--- config.mk ---
export PLATFORM = sky130hd
export DESIGN_NAME = neuron_layer_collector
export DESIGN_NICKNAME = d
export VERILOG_FILES = /design/src/rtl/neuron_pkg.sv /design/src/rtl/neuron_requant_sat.sv /design/src/rtl/neuron_layer_collector.sv
export SDC_FILE = /design/constraint.sdc
export NUM_CORES = 1
export LEC_CHECK = 0
export CORE_ASPECT_RATIO = 1.75
export CORE_MARGIN = 8
export CORE_UTILIZATION = 30
export DETAILED_ROUTE_END_ITERATION = 8
export SYNTH_ARGS = -nofsm -noshare
export SYNTH_HDL_FRONTEND = slang
export SYNTH_HIERARCHICAL = 1
export SYNTH_SLANG_ARGS = --single-unit
--- constraint.sdc ---
create_clock -name clk -period 2.57 [get_ports clk]
set_clock_uncertainty 0.05 [all_clocks]
set_input_delay 0.514 -clock clk [delete_from_list [all_inputs] [get_ports clk]]
set_output_delay 0.514 -clock clk [all_outputs]
set_load 0.05 [all_outputs]
--- src/rtl/neuron_pkg.sv ---
// Shared constants, state encoding and helpers for the neuron layer collector.
// Defaults describe a 4-neuron layer, Q8.8 results requantized to Q4.4.
package neuron_pkg;

    localparam int NUM_NEURONS_D = 4;
    localparam int IN_W_D        = 16;
    localparam int IN_FRAC_D     = 8;
    localparam int Y_W_D         = 8;
    localparam int Y_FRAC_D      = 4;

    // Index width for n slots; never narrower than one bit.
    function automatic int idx_width(input int n);
        return (n > 1) ? $clog2(n) : 1;
    endfunction

    localparam int SHIFT = IN_FRAC_D - Y_FRAC_D;
    localparam int Y_MAX = (2 ** (Y_W_D - 1)) - 1;
    localparam int Y_MIN = -(2 ** (Y_W_D - 1));
    localparam int IDX_W = idx_width(NUM_NEURONS_D);

    typedef enum logic {
        COLLECT = 1'b0,
        HOLD    = 1'b1
    } collect_state_t;

endpackage

--- src/rtl/neuron_requant_sat.sv ---
// Combinational requantizer: round half up, arithmetic shift by
// IN_FRAC-Y_FRAC, then saturate to the signed Y_W range.
// Ports: in_data (signed IN_W) -> y (signed Y_W), sat (value was clamped).
module neuron_requant_sat
    import neuron_pkg::*;
#(
    parameter int IN_W    = IN_W_D,
    parameter int IN_FRAC = IN_FRAC_D,
    parameter int Y_W     = Y_W_D,
    parameter int Y_FRAC  = Y_FRAC_D
) (
    input  logic [IN_W-1:0] in_data,
    output logic [Y_W-1:0]  y,
    output logic            sat
);

    localparam int SH = IN_FRAC - Y_FRAC;
    localparam int W  = IN_W + 1;

    // One guard bit so adding the rounding half can never wrap.
    localparam logic signed [W-1:0] HI = W'((1 << (Y_W - 1)) - 1);
    localparam logic signed [W-1:0] LO = ~HI;

    logic signed [W-1:0] ext;
    logic signed [W-1:0] t;

    assign ext = {in_data[IN_W-1], in_data};

    generate
        if (SH > 0) begin : g_round
            localparam logic signed [W-1:0] HALF = W'(1) << (SH - 1);
            assign t = (ext + HALF) >>> SH;
        end else begin : g_pass
            assign t = ext;
        end
    endgenerate

    always_comb begin
        y   = t[Y_W-1:0];
        sat = 1'b0;
        if (t > HI) begin
            y   = HI[Y_W-1:0];
            sat = 1'b1;
        end else if (t < LO) begin
            y   = LO[Y_W-1:0];
            sat = 1'b1;
        end
    end

endmodule

--- src/rtl/neuron_layer_collector.sv ---
// Collects NUM_NEURONS requantized neuron results into one flat vector
// and hands it downstream with valid/ready backpressure.
// Ports: in_valid/in_ready/in_data (result stream), out_valid/out_ready/
// y_flat (packed vector), out_sat (any element clamped), out_argmax
// (index of largest raw result), busy (partial or pending vector).
// Optional: define NEURON_COLLECT_ARGMAX_EN to track the argmax.
module neuron_layer_collector
    import neuron_pkg::*;
#(
    parameter int NUM_NEURONS = NUM_NEURONS_D,
    parameter int IN_W        = IN_W_D,
    parameter int IN_FRAC     = IN_FRAC_D,
    parameter int Y_W         = Y_W_D,
    parameter int Y_FRAC      = Y_FRAC_D,
    localparam int CNT_W      = idx_width(NUM_NEURONS)
) (
    input  logic                     clk,
    input  logic                     rst,
    input  logic                     in_valid,
    output logic                     in_ready,
    input  logic [IN_W-1:0]          in_data,
    output logic                     out_valid,
    input  logic                     out_ready,
    output logic [NUM_NEURONS*Y_W-1:0] y_flat,
    output logic                     out_sat,
    output logic [CNT_W-1:0]         out_argmax,
    output logic                     busy
);

    localparam logic [CNT_W-1:0] LAST = CNT_W'(NUM_NEURONS - 1);

    collect_state_t   state_q, state_d;
    logic [CNT_W-1:0] count_q, count_d;
    logic             take;

    logic [Y_W-1:0]   y_q [NUM_NEURONS];
    logic             sat_q;
    logic [Y_W-1:0]   y_req;
    logic             el_sat;

    neuron_requant_sat #(
        .IN_W    (IN_W),
        .IN_FRAC (IN_FRAC),
        .Y_W     (Y_W),
        .Y_FRAC  (Y_FRAC)
    ) u_requant (
        .in_data (in_data),
        .y       (y_req),
        .sat     (el_sat)
    );

    always_ff @(posedge clk or posedge rst) begin
        if (rst) begin
            state_q <= COLLECT;
            count_q <= '0;
        end else begin
            state_q <= state_d;
            count_q <= count_d;
        end
    end

    always_comb begin
        state_d  = state_q;
        count_d  = count_q;
        in_ready = 1'b0;
        take     = 1'b0;
        unique case (state_q)
            COLLECT: begin
                in_ready = 1'b1;
                if (in_valid) begin
                    take = 1'b1;
                    if (count_q == LAST) begin
                        state_d = HOLD;
                        count_d = '0;
                    end else begin
                        count_d = count_q + CNT_W'(1);
                    end
                end
            end
            HOLD: begin
                // No bypass: in_ready only returns after this edge.
                if (out_ready) begin
                    state_d = COLLECT;
                end
            end
            default: ;
        endcase
    end

    always_ff @(posedge clk or posedge rst) begin
        if (rst) begin
            for (int i = 0; i < NUM_NEURONS; i++) begin
                y_q[i] <= '0;
            end
            sat_q <= 1'b0;
        end else if (take) begin
            for (int i = 0; i < NUM_NEURONS; i++) begin
                if (count_q == CNT_W'(i)) begin
                    y_q[i] <= y_req;
                end
            end
            // First element of a vector starts a fresh saturation flag.
            sat_q <= (count_q == '0) ? el_sat : (sat_q | el_sat);
        end
    end

`ifdef NEURON_COLLECT_ARGMAX_EN
    logic signed [IN_W-1:0] max_q;
    logic [CNT_W-1:0]       arg_q;

    always_ff @(posedge clk or posedge rst) begin
        if (rst) begin
            max_q <= '0;
            arg_q <= '0;
        end else if (take) begin
            // Strict compare keeps the lowest index on ties.
            if ((count_q == '0) || ($signed(in_data) > max_q)) begin
                max_q <= $signed(in_data);
                arg_q <= count_q;
            end
        end
    end

    assign out_argmax = arg_q;
`else
    assign out_argmax = '0;
`endif

    generate
        for (genvar g = 0; g < NUM_NEURONS; g++) begin : g_flat
            assign y_flat[g*Y_W +: Y_W] = y_q[g];
        end
    endgenerate

    assign out_valid = (state_q == HOLD);
    assign out_sat   = sat_q;
    assign busy      = (count_q != '0) || (state_q == HOLD);

endmodule

==> results of run 1 <==
==> cell type report <==
cell class,count,area share [%]
well taps,78,3.65
clock buffers,8,3.37
flip-flops and latches,36,33.7
repair buffers,73,25.4
inverters,5,0.702
multi-input cells,89,33.2
==> per-layer routing <==
| metal | part of all wire, % | track usage, % |
|---|---|---|
| met4 | 1.8 | 4.81 |
| met3 | 4.3 | 2.37 |
| met5 | 0 | 0 |
| met2 | 52 | 18.5 |
| met1 | 42 | 12.2 |
==> cells by family (layout without fill, tap and decap cells) <==
| kind of cell | after synthesis | count (layout) | synth area share, % |
|---|---|---|---|
| buffers and inverters | 9 | 86 | 2.70 |
| other | 1 | 2 | 0.208 |
| adders and majority gates | 5 | 5 | 3.47 |
| muxes | 36 | 36 | 22.6 |
| and+or+nand+nor | 23 | 23 | 10.9 |
| AOI/OAI and AO/OA | 16 | 16 | 6.80 |
| DFF | 36 | 36 | 49.9 |
| xor gates and xnor gates | 7 | 7 | 3.40 |
==> power groups by stage <==
stage | logic (mW) | registers, mW | clock network [mW]
3_3_place_gp | 2.29 | 1.04 | 0
3_5_place_dp | 2.30 | 1.04 | 0
2_1_floorplan | 0.593 | 1.96 | 0
6_report | 2.28 | 1.03 | 0.403
4_1_cts | 2.31 | 1.03 | 0.424
5_1_grt | 2.37 | 1.07 | 0.450
==> per-stage QoR <==
stage | instance area, µm² | hold slack, ns | TNS (ns) | power [mW] | utilization, %
after floorplan | 1810 | 0.462 | 0 | 2.56 | -
after global placement | 2550 | 0.437 | -8.22 | 3.33 | 43.8
after detailed placement | 2550 | 0.443 | -8.53 | 3.35 | 43.8
after CTS | 2660 | 0.459 | 0 | 3.77 | 45.6
after global routing | 2680 | 0.472 | -0.0149 | 3.89 | 45.9
final | 2680 | 0.456 | 0 | 3.71 | 45.9
==> placed cells by master, fill, tap and decap left out, drive strengths merged <==
master	instances
clkdlybuf4s50	50
dfrtp	36
mux2	35
buf	21
clkbuf	8
o21ai	8
nand2	6
inv	5
ha	5
nand3b	4
xor2	4
nand4	3
xnor2	3
nor2	2
conb	2
nand3	2
and3	2
o21a	2
nor2b	1
a22o	1
dlymetal6s2s	1
dlygate4sd2	1
and4	1
and2	1
a31oi	1
or2	1
o211a	1
mux2i	1
o31ai	1
o41ai	1
o211ai	1
==> worst min path at each step <==
| stage | start | endpoint | slack, ns |
|---|---|---|---|
| after floorplan | count_q[1] | count_q[1] | 0.46 |
| after detailed placement | y_flat[16] | y_flat[16] | 0.44 |
| final | y_flat[25] | y_flat[25] | 0.46 |
| after global placement | out_sat | out_sat | 0.44 |
| after global routing | y_flat[7] | y_flat[7] | 0.47 |
| after CTS | y_flat[1] | y_flat[1] | 0.46 |
==> flip-flops by register name, indices dropped and copies added, names as in the netlist <==
name       cells
y_flat        32
count_q        2
out_valid      1
out_sat        1
==> timing repair <==
| item | in CTS | in global routing |
|---|---|---|
| endpoints found under the setup margin | 23 | 20 |
| gates resized for setup | 6 | 6 |
| pin swaps | 1 | 0 |
==> metrics.md, run 1 <==
| Metric | Value |
|---|---|
| Post-Syn Instances | `roughly 130` |
| Worst path required time | `2.68 ns` |
| Internal | `1.94 mW` |
| Crit path cell chain | `clkdlybuf4s50_1 -> ha_2 -> and2_1 -> and3_4 -> mux2i_2 -> o41ai_4 -> buf_4 -> o21ai_0 -> buf_4 -> mux2_2` |
| Die Wd | `~75 µm` |
| Antenna violations before repair | `0` |
| Leakage power | `1.17 nW` |
| First-pass GRT wire length | `roughly 7400 µm` |
| Diode count | `0` |
| Critical path launch point type | `input pin` |
| Family with the most delay on the worst path | `buffers and inverters` |
| Reg2Reg Depth | `4` |
| Via count | `approximately 1300` |
| Die Height | `119 µm` |
| Reg clk slew, reported paths | `around 0.07 ns` |
| Least-Margin Pin Slew | `0.543 ns` |
| Clock buffer count from CTS | `5` |
| Cts hold-fix bufs | `0` |
| Ys Warns | `6` |
| Nets | `about 240` |
| Final critical-path required period | `2.50 ns` |
| Clk sinks | `36` |
| Final Wtd Congestion | `between 0.8 and 0.9` |
| Status | `complete, no violations` |
| Core footprint | `just under 6000 µm²` |
| CTS root buffer | `clkbuf_8` |
| Ranking of synthesized cells by area | `dfrtp_1, mux2_2, nand3b_4` |
| Max stage delay on crit path | `roughly 0.43 ns` |
| Mapped Area | `roughly 1800 µm²` |
| Switching Share | `a little under half` |
| Final period util | `between 90% and 100%` |
| Synth top cells by count | `dfrtp_1, mux2_2, o21ai_0` |
| HP Class | `reg -> reg` |
| DRC errors left | `0` |
| Crit. End Element | `flip-flop` |
| Asr flop ratio synth | `100%` |
| Gr usage total | `between 10 and 15%` |
| Initial DRC count | `37` |
| Setup CP Type | `in -> reg` |
| Largest net degree at the start of global routing | `37` |
| Synth Area per Inst | `~14 µm²` |
| Maxcap violations | `0` |
| Post-CTS Setup Inserts | `0` |
| Critical path peak fanout | `8` |
| Clock Path Buffers | `2` |
| HPWL Detailed | `between 3000 and 4000 µm` |
| ANT nets after route | `0` |
| Worst reg2reg endpoint | `y_flat[4]` |
| Finish-stage setup viols | `0` |
| Slew HR | `63.7%` |
| Layout cells sized above 1 | `36.0%` |
| R2r startpoint | `count_q[0]` |
| Top cell type's share of synthesized area | `49.9%` |
| Psw | `roughly 1.8 mW` |
| Cell taking the most area after synthesis | `dfrtp_1` |
| Wire per inst | `15.8 µm` |
| Layout fillers | `a little under 600` |
| Initial Util | `30.9%` |
| Reg2reg setup slack | `~1.1 ns` |
| Most frequent cell after synthesis | `dfrtp_1` |
| Seq/Total Area, Yosys | `about half` |
| Sequential share of power | `approximately 28%` |
| H-tree depth | `2` |
| Maximum vdd ir drop | `0.734 mV` |
| DR pass1 iterations | `4` |
| #FFs+latches synth | `36` |
| CTS tree | `done` |
| I/O Pins | `between 50 and 60` |
| Clk_lat worst skew | `about 0.27 ns` |
| Comb pwr share | `about three fifths` |
| Hold Crit Depth | `1` |
| Clock share of power | `a little over a tenth` |
| I/O Buffers | `52` |
| Total gr overflow | `0` |
| Dpl ws | `-0.348 ns` |
| Final WL | `roughly 4600 µm` |
| CP most frequent cell | `buf_4` |
| Worst setup path startpoint | `in_data[4]` |
| Row Count | `37` |
| Pwr Density | `about 1400 nW/µm²` |
| Drt via density | `between 4 and 5` |
| FMAX | `approximately 0.40 GHz` |
| CP max stage cell | `clkdlybuf4s50_1` |
| Yosys cell types | `31` |
| Seq. cell area | `roughly 900 µm²` |
| Placed cell count | `281` |
| EDFF count, synth | `0` |
| Layout Cells excl Fill | `289` |
| DIE AREA | `between 8000 and 9000 µm²` |
| Worst path depth | `10` |
| Max Slew Vio Count | `0` |
| Crit path capture | `y_flat[17]` |
| Multi-input logic area | `just under 900 µm²` |
| Area Overhead vs Synth | `48.3%` |
| Buf/Inv on CP | `3` |
| Vias in the first global route | `about 1400` |
| Primary FF master, synth | `dfrtp_1` |
| Final Hold Fails | `0` |
| Worst EP arrival | `2.62 ns` |
| Final WS setup | `0.0682 ns` |
No activity file was read; power rests on OpenSTA's default activity.
==> run 2: changes to the inputs <==
--- a/config.mk
+++ b/config.mk
@@ -9,6 +9,7 @@
 export CORE_MARGIN = 8
 export CORE_UTILIZATION = 30
 export DETAILED_ROUTE_END_ITERATION = 8
+export SKIP_CTS_REPAIR_TIMING = 1
 export SYNTH_ARGS = -nofsm -noshare
 export SYNTH_HDL_FRONTEND = slang
 export SYNTH_HIERARCHICAL = 1
==> metrics.md, run 2 (synthesized netlist as in run 1, its figures left out) <==
| Metric | Value |
|---|---|
| Status | `complete, no violations` |
| Initial Util | `30.9% (unchanged)` |
| CTS tree | `done` |
| Final WL | `4560 µm (about the same)` |
| Reg clk slew, reported paths | `0.07 ns (about the same)` |
| ANT nets after route | `0 (unchanged)` |
| CP most frequent cell | `buf_4` |
| CP max stage cell | `clkdlybuf4s50_1` |
| Leakage power | `1.18 nW (+0.67%)` |
| Setup CP Type | `in -> reg` |
| Pwr Density | `1380 nW/µm² (-0.11%)` |
| Die Wd | `74.6 µm (unchanged)` |
| Least-Margin Pin Slew | `0.543 ns (unchanged)` |
| H-tree depth | `2 (unchanged)` |
| Gr usage total | `10.8% (-0.017 points)` |
| Core footprint | `5830 µm² (unchanged)` |
| Number of flip-flops in the largest register | `32 (unchanged)` |
| Max Slew Vio Count | `0 (unchanged)` |
| Final WS setup | `0.0674 ns (-0.000827 ns)` |
| Clk_lat worst skew | `0.27 ns (about the same)` |
| Worst hold margin | `0.456 ns (unchanged)` |
| Maxcap violations | `0 (unchanged)` |
| Clock buffer count from CTS | `5 (unchanged)` |
| Antenna violations before repair | `0 (unchanged)` |
| Crit. End Element | `flip-flop` |
| Row Count | `37 (unchanged)` |
| Largest net degree at the start of global routing | `37 (unchanged)` |
| Worst path required time | `2.68 ns (about the same)` |
| Die Height | `119 µm (unchanged)` |
| Multi-input logic area | `888 µm² (unchanged)` |
| Final Wtd Congestion | `0.843 (unchanged)` |
| Final period util | `97.4% (about the same)` |
| Via count | `1323 (-0.076%)` |
| Vias in the first global route | `1410 (-0.35%)` |
| Placed cell count | `281 (unchanged)` |
| Area Overhead vs Synth | `48.5%` |
| Layout Cells excl Fill | `289 (unchanged)` |
| Finish-stage setup viols | `0 (unchanged)` |
| Layout fillers | `580 (-0.34%)` |
| Clock Path Buffers | `2 (unchanged)` |
| HPWL Detailed | `3570 µm (unchanged)` |
| Drt via density | `4.58 (about the same)` |
| Slew HR | `63.7% (unchanged)` |
| DIE AREA | `8850 µm² (unchanged)` |
| Clk sinks | `36 (unchanged)` |
| Dpl ws | `-0.348 ns (unchanged)` |
| Final design utilization | `45.9% (+0.064 points)` |
| Initial DRC count | `37 (unchanged)` |
| I/O Buffers | `52 (unchanged)` |
| DRC errors left | `0 (unchanged)` |
| Max stage delay on crit path | `0.43 ns (about the same)` |
| Crit path cell chain | `clkdlybuf4s50_1 -> ha_2 -> and2_1 -> and3_4 -> mux2i_2 -> o41ai_4 -> buf_4 -> o21ai_0 -> buf_4 -> mux2_2` |
| Wire per inst | `15.8 µm (about the same)` |
| Layout cells sized above 1 | `36.0% (unchanged)` |
| Nets | `235 (unchanged)` |
| Commonest non-fill, non-tap cell in the layout | `clkdlybuf4s50_1` |
| First-pass GRT wire length | `7380 µm (-0.18%)` |
| Diode count | `0 (unchanged)` |
| Critical path peak fanout | `8 (unchanged)` |
| I/O Pins | `58 (unchanged)` |
| Maximum vdd ir drop | `0.734 mV (about the same)` |
| Hold Crit Depth | `1 (unchanged)` |
| Commonest non-fill, non-tap cells in the layout | `clkdlybuf4s50_1, dfrtp_1, mux2_2, buf_4` |
| Worst EP arrival | `2.62 ns (about the same)` |
| Final Hold Fails | `0 (unchanged)` |
| Seq. cell area | `901 µm² (unchanged)` |
| Total gr overflow | `0 (unchanged)` |
| CTS root buffer | `clkbuf_8` |
| FMAX | `0.400 GHz (about the same)` |
| HP Class | `reg -> reg` |
| Critical path launch point type | `input pin` |
| DR pass1 iterations | `4 (unchanged)` |
| Reg2Reg Depth | `4 (unchanged)` |
| Final critical-path required period | `2.50 ns (+0.000827 ns)` |
[run 2: cell types whose count changed in the layout (fill, tap and decap cells not counted)]
cell            previous run  this run
dlygate4sd2_1              1         0
dlymetal6s2s_1             1         2
o21ai_1                    4         6
o21ai_0                    4         2
[run 2: per-stage QoR]
step	TNS, ns	total power [mW]	cell area, µm²
after floorplan	0	2.56	1810
after global placement	-8.22	3.33	2550
after detailed placement	-8.53	3.35	2550
after CTS	-0.646	3.77	2640
after global routing	-0.0204	3.89	2680
final	0	3.71	2680
[run 2: critical path: cells and delay by family]
| kind | cells | cell delay, ns |
|---|---|---|
| AOI/OAI and AO/OA | 2 | 0.36 |
| muxes | 2 | 0.41 |
| buffers and inverters | 3 | 0.79 |
| and+or+nand+nor | 2 | 0.35 |
| adders and majority gates | 1 | 0.18 |
[run 2: area by class of cell]
cell class                      instances  share of cell area [%]
Sequential cell                        36                    33.6
Clock buffer                            8                    3.36
Tap cell                               78                    3.64
Inverter                                5                   0.701
Multi-Input combinational cell         89                    33.2
Timing Repair Buffer                   73                    25.5
[run 2: metal layers]
layer,vias up,track usage [%],wire length (µm)
met5,-,0,0
met4,0,4.81,83
met3,5,2.37,196
met2,35,18.5,2370
met1,656,12.2,1910
li1,627,-,-
[run 2: final timing paths]
kind	from	to	slack [ns]
max in group asynchronous	rst	y_flat[4]	1.54
setup reg to reg	count_q[0]	y_flat[4]	1.10
hold reg to reg	y_flat[25]	y_flat[25]	0.46
hold / removal	y_flat[25]	y_flat[25]	0.46
setup / recovery	in_data[4]	y_flat[17]	0.07
min in group asynchronous	rst	y_flat[25]	0.59
[run 2: where the power goes]
group / switching [mW] / internal, mW / total, mW
Combinational: 1.41 / 0.868 / 2.28
Sequential: 0.169 / 0.856 / 1.03
Clock: 0.185 / 0.219 / 0.403
Total: 1.76 / 1.94 / 3.71
